==> src/rtl/int_div_arbiter.sv <==
// int_div_arbiter: shares one int_divider between N requesters, round-robin.
//   A winner's operands are latched and driven to the divider. The arbiter
//   waits SETTLE cycles so the divider can see the new inputs and drop
//   div_rdy, then waits for div_rdy. The quotient goes back to the winner
//   with a one-cycle rsp_vld strobe. Divide-by-zero is answered locally
//   without using the divider.
// Ports:
//   clk, rst           clock, synchronous active-high reset
//   req[N]             level requests, held until the matching rsp_vld
//   req_dvd/req_dvs    per-requester operands, slice i = requester i
//   gnt[N]             one-hot, requester currently being served
//   rsp_vld[N]         one-cycle response strobe (one-hot or zero)
//   rsp_quo, rsp_err   response quotient, error flag (div-by-zero/timeout)
//   busy               arbiter not idle
//   div_dvd/div_dvs    registered operands to int_divider
//   div_quo/div_rdy    result and ready from int_divider
module int_div_arbiter #(
  parameter int unsigned WIDTH   = 12,
  parameter int unsigned N       = 4,
  parameter int unsigned SETTLE  = 2,
  parameter int unsigned TIMEOUT = 64
) (
  input  logic                 clk,
  input  logic                 rst,
  input  logic [N-1:0]         req,
  input  logic [N*WIDTH-1:0]   req_dvd,
  input  logic [N*WIDTH-1:0]   req_dvs,
  output logic [N-1:0]         gnt,
  output logic [N-1:0]         rsp_vld,
  output logic [WIDTH-1:0]     rsp_quo,
  output logic                 rsp_err,
  output logic                 busy,
  output logic [WIDTH-1:0]     div_dvd,
  output logic [WIDTH-1:0]     div_dvs,
  input  logic [WIDTH-1:0]     div_quo,
  input  logic                 div_rdy
);

  localparam int unsigned IdxW = (N > 1) ? $clog2(N) : 1;
  // One counter serves both SETTLE and WAIT; TIMEOUT is the larger bound.
  localparam int unsigned CntW = $clog2(TIMEOUT + 1);

  typedef enum logic [1:0] {StIdle, StSettle, StWait, StDone} state_e;

  state_e            state_q, state_d;
  logic [IdxW-1:0]   ptr_q, ptr_d;
  logic [IdxW-1:0]   win_q, win_d;
  logic [N-1:0]      gnt_q, gnt_d;
  logic [CntW-1:0]   cnt_q, cnt_d;
  logic [WIDTH-1:0]  rsp_quo_q, rsp_quo_d;
  logic              rsp_err_q, rsp_err_d;
  logic [WIDTH-1:0]  div_dvd_q, div_dvd_d;
  logic [WIDTH-1:0]  div_dvs_q, div_dvs_d;

  logic              found;
  logic [IdxW-1:0]   pick;
  logic [IdxW-1:0]   idx_w;
  int unsigned       idx;
  logic [WIDTH-1:0]  pick_dvd;
  logic [WIDTH-1:0]  pick_dvs;

  // Round-robin search starting at ptr_q, wrapping upward.
  always_comb begin
    found = 1'b0;
    pick  = '0;
    idx   = 0;
    idx_w = '0;
    for (int unsigned i = 0; i < N; i++) begin
      idx   = (int'(ptr_q) + i) % N;
      idx_w = IdxW'(idx);
      if (!found && req[idx_w]) begin
        found = 1'b1;
        pick  = idx_w;
      end
    end
  end

  always_comb begin
    pick_dvd = '0;
    pick_dvs = '0;
    for (int unsigned i = 0; i < N; i++) begin
      if (IdxW'(i) == pick) begin
        pick_dvd = req_dvd[i*WIDTH +: WIDTH];
        pick_dvs = req_dvs[i*WIDTH +: WIDTH];
      end
    end
  end

  always_comb begin
    state_d   = state_q;
    ptr_d     = ptr_q;
    win_d     = win_q;
    gnt_d     = gnt_q;
    cnt_d     = cnt_q;
    rsp_quo_d = rsp_quo_q;
    rsp_err_d = rsp_err_q;
    div_dvd_d = div_dvd_q;
    div_dvs_d = div_dvs_q;
    unique case (state_q)
      StIdle: begin
        // Only start when the divider is quiescent.
        if (found && div_rdy) begin
          win_d       = pick;
          gnt_d       = '0;
          gnt_d[pick] = 1'b1;
          if (pick_dvs == '0) begin
            rsp_quo_d = '1;
            rsp_err_d = 1'b1;
            state_d   = StDone;
          end else begin
            div_dvd_d = pick_dvd;
            div_dvs_d = pick_dvs;
            cnt_d     = '0;
            state_d   = StSettle;
          end
        end
      end
      StSettle: begin
        if (cnt_q == CntW'(SETTLE - 1)) begin
          cnt_d   = '0;
          state_d = StWait;
        end else begin
          cnt_d = cnt_q + 1'b1;
        end
      end
      StWait: begin
        if (div_rdy) begin
          rsp_quo_d = div_quo;
          rsp_err_d = 1'b0;
          state_d   = StDone;
        end else if (cnt_q == CntW'(TIMEOUT - 1)) begin
          rsp_quo_d = '0;
          rsp_err_d = 1'b1;
          state_d   = StDone;
        end else begin
          cnt_d = cnt_q + 1'b1;
        end
      end
      StDone: begin
        gnt_d   = '0;
        ptr_d   = (win_q == IdxW'(N - 1)) ? '0 : win_q + 1'b1;
        state_d = StIdle;
      end
      default: state_d = StIdle;
    endcase
  end

  always_ff @(posedge clk) begin
    if (rst) begin
      state_q   <= StIdle;
      ptr_q     <= '0;
      win_q     <= '0;
      gnt_q     <= '0;
      cnt_q     <= '0;
      rsp_quo_q <= '0;
      rsp_err_q <= 1'b0;
      div_dvd_q <= '0;
      div_dvs_q <= '0;
    end else begin
      state_q   <= state_d;
      ptr_q     <= ptr_d;
      win_q     <= win_d;
      gnt_q     <= gnt_d;
      cnt_q     <= cnt_d;
      rsp_quo_q <= rsp_quo_d;
      rsp_err_q <= rsp_err_d;
      div_dvd_q <= div_dvd_d;
      div_dvs_q <= div_dvs_d;
    end
  end

  assign gnt     = gnt_q;
  assign rsp_vld = (state_q == StDone) ? gnt_q : '0;
  assign rsp_quo = rsp_quo_q;
  assign rsp_err = rsp_err_q;
  assign busy    = (state_q != StIdle);
  assign div_dvd = div_dvd_q;
  assign div_dvs = div_dvs_q;

endmodule
==> config.mk <==
export PLATFORM = sky130hd
export DESIGN_NAME = int_div_arbiter
export DESIGN_NICKNAME = d
export VERILOG_FILES = /design/src/rtl/int_div_arbiter.sv
export SDC_FILE = /design/constraint.sdc
export NUM_CORES = 1
export LEC_CHECK = 0
export BUFFER_PORTS_ARGS = -buffer_cell sky130_fd_sc_hd__buf_2
export CAP_MARGIN = 40
export CORE_MARGIN = 2
export CORE_UTILIZATION = 50
export DETAILED_ROUTE_END_ITERATION = 8
export GPL_TIMING_DRIVEN = 0
export PLACE_DENSITY = 0.89
export SLEW_MARGIN = 20
export SYNTH_ARGS = -nofsm -noshare
export SYNTH_HDL_FRONTEND = slang
export SYNTH_SLANG_ARGS = --single-unit
export TNS_END_PERCENT = 10
==> constraint.sdc <==
create_clock -name clk -period 8.52 [get_ports clk]
set_clock_uncertainty 0.15 [all_clocks]
set_input_delay 0.852 -clock clk [delete_from_list [all_inputs] [get_ports clk]]
set_output_delay 0.852 -clock clk [all_outputs]
set_load 0.005 [all_outputs]
==> flow_summary.ini <==
[run_status]
outcome = finished clean

[finish]
final_nets = 724
antenna-diode-count = 0
layout-drive-gt1-share = 0.326
design_area_um2 = 4360
final_cells = 678
area_delta_synth_final_pct = 28.9

[place]
placed_area_um2 = 4280
dp_hpwl_um = 8130
dp.cells = 671
numPortBuffers = 160
place_congestion = 0.929

[cts]
htree_levels = 2
cts_setup_buffers = 0
root_buffer = clkbuf_8
clk_latency_ps = 300
ctsResizeCount = 0
numCtsBuffers = 5
path_clk_slew_ps = 90
cts_tree = done
cts.path.max_buffers = 2
cts_sinks = 54
ctsHoldBuffers = 0

[critical_path]
path_max_fanout = 10
required_ps = 8550
path_class = in -> reg
crit_path_start_kind = input port
arrival_ps = 3570
cp-end-kind = flop

[pwr]
internal-power_mw = 0.537
power_switching_mw = 0.365
pwr-share-comb = 0.466
swShare = 0.405
p_per_area_nw_per_um2 = 207
leakage_nw = 2.05
seqPwrFrac = 0.382
p_clk_frac = 0.152
ir_worst_vdd_mv = 0.124

[logic_synthesis]
avgSynthCellArea_um2 = 7.80
ys_seq_area_frac = 0.320
ys_top_cells_by_area = dfxtp_1, nand2_1, mux2i_1
yosysWarnings = 0
ys.flop_type = dfxtp_1
synth_top_cell_area_share = 0.320
yosysTopAreaCell = dfxtp_1
synthesis.nets = 557
async_reset_ff_frac = 0
syn-cell-area_um2 = 3380
ys_ff_latch = 54
yosysUniqueCellTypes = 42
syn-instance-count = 434
synth-edff-count = 0

[sta]
hold-worst-slack_ps = 344
slew_headroom = 0.458
fmax_ghz = 0.283
fin_crit_sh = 0.415
finalSetupTns_ps = 0
worstMarginPinSlew_ps = 810
min_period_ps = 3540
hold_viol = 0
setup_viol = 0
drv_slew = 0
rsz0062_at_grt = no

[drt]
viasPerCell = 5.68
remaining_drc_errors = 0
drt_iter0_drc = 265
vias = 3848
drt_first_pass_iters = 5
wl_per_cell_um = 15.3
wl_um = 10300
antenna_left = 0

[grt]
grt_pass1_vias = 3630
grt_util_all_layers = 0.278
grt_pass1_wl_um = 16800
grt_max_degree = 16
antenna_found_initial = 0
overflow = 0

[floorplan]
core_area_um2 = 6460
rows = 29
ios = 161
die-area_um2 = 7440
initial_core_util = 0.524
die_h_um = 86.3
die_w_um = 86.3

[job]
maxCapViolCount = 0

[hold_path]
hp-class = reg -> reg
-- per-layer routing --
layer	share of wire	track usage	up-vias	routed length [µm]
li1	-	-	1904	-
met4	0.019	0.0923	0	194
met5	0	0	-	0
met2	0.49	0.469	184	5030
met3	0.073	0.0429	22	751
met1	0.42	0.364	1738	4370
-- critical path, stage by stage --
cell and delay (ps):
buf_2 130, nor2b_1 150, o21ba_2 240, a211oi_4 300, buf_2 330, mux2_2 390, and4_1 230, and3_1 180
buf_6 130, buf_6 140, buf_2 180, o211ai_1 210, o41ai_1 100
-- cell type report --
type	instances	area, µm²
timing repair buffer	160	801
fill	545	2100
buffer	36	188
clock inverter	1	7.51
tap	77	96.3
clock buffer	6	72.6
inverter	8	30.0
multi-input combinational	336	2080
sequential	54	1080
-- power groups by stage --
stage / Sequential (mW) / Combinational (mW) / Clock, mW
finish: 0.345 / 0.421 / 0.137
global route: 0.350 / 0.465 / 0.149
CTS: 0.344 / 0.417 / 0.138
detailed placement: 0.349 / 0.415 / 0
global placement: 0.345 / 0.404 / 0
floorplan: 0.348 / 0.260 / 0
-- stage by stage --
step | util | power, mW | setup WS, ps
floorplan | - | 0.608 | 5140
global placement | 0.663 | 0.749 | 4750
detailed placement | 0.663 | 0.764 | 4700
CTS | 0.675 | 0.899 | 5020
global route | 0.675 | 0.965 | 4890
finish | 0.675 | 0.902 | 4980
-- cells in the mapped netlist, types with 12 or more instances --
cell / number
nand2_1: 85
dfxtp_1: 54
nor2_1: 33
nand3_1: 29
mux2i_1: 26
clkbuf_1: 21
a21oi_1: 20
a32oi_1: 15
o211ai_1: 15
o21ai_1: 13
o41ai_1: 13
mux2_2: 12
-- registers in the layout, indices dropped and copies added, names as in the netlist --
name / count
cnt_q: 7
ptr_q: 2
rsp_quo: 12
state_q: 2
gnt: 4
rsp_err: 1
div_dvd: 12
div_dvs: 12
win_q: 2
-- placed cells by master, fill, tap and decap left out, drive strengths merged, types with 2 or more instances in the layout --
| master | count |
|---|---|
| a211o | 2 |
| a211oi | 2 |
| a21oi | 20 |
| a31oi | 3 |
| a32oi | 15 |
| and2 | 5 |
| and3 | 4 |
| and4 | 4 |
| buf | 175 |
| clkbuf | 27 |
| dfxtp | 54 |
| ha | 8 |
| inv | 8 |
| mux2 | 12 |
| mux2i | 26 |
| nand2 | 86 |
| nand2b | 7 |
| nand3 | 29 |
| nor2 | 33 |
| nor2b | 6 |
| nor3 | 2 |
| o211ai | 15 |
| o21ai | 20 |
| o311ai | 5 |
| o31ai | 4 |
| o41ai | 13 |
| or3 | 9 |
-- worst paths after layout --
path | slack (ps) | endpoint | start | cells past startpoint
worst max-delay path | 4980 | div_dvd[4] | req[0] | 13
worst min-delay path | 340 | div_dvs[6] | div_dvs[6] | 2
worst max register to register | 5370 | div_dvd[4] | ptr_q[0] | 12
worst min register to register | 340 | div_dvs[6] | div_dvs[6] | 2
-- cells by family after synthesis --
kind of cell    after synthesis  synth area share
compound gates              104             0.219
fa+ha+maj                     8            0.0296
buf+inv                      44            0.0643
flops                        54             0.320
mux                          38             0.117
simple gates                186             0.251
(Power assumes the default switching activity.)
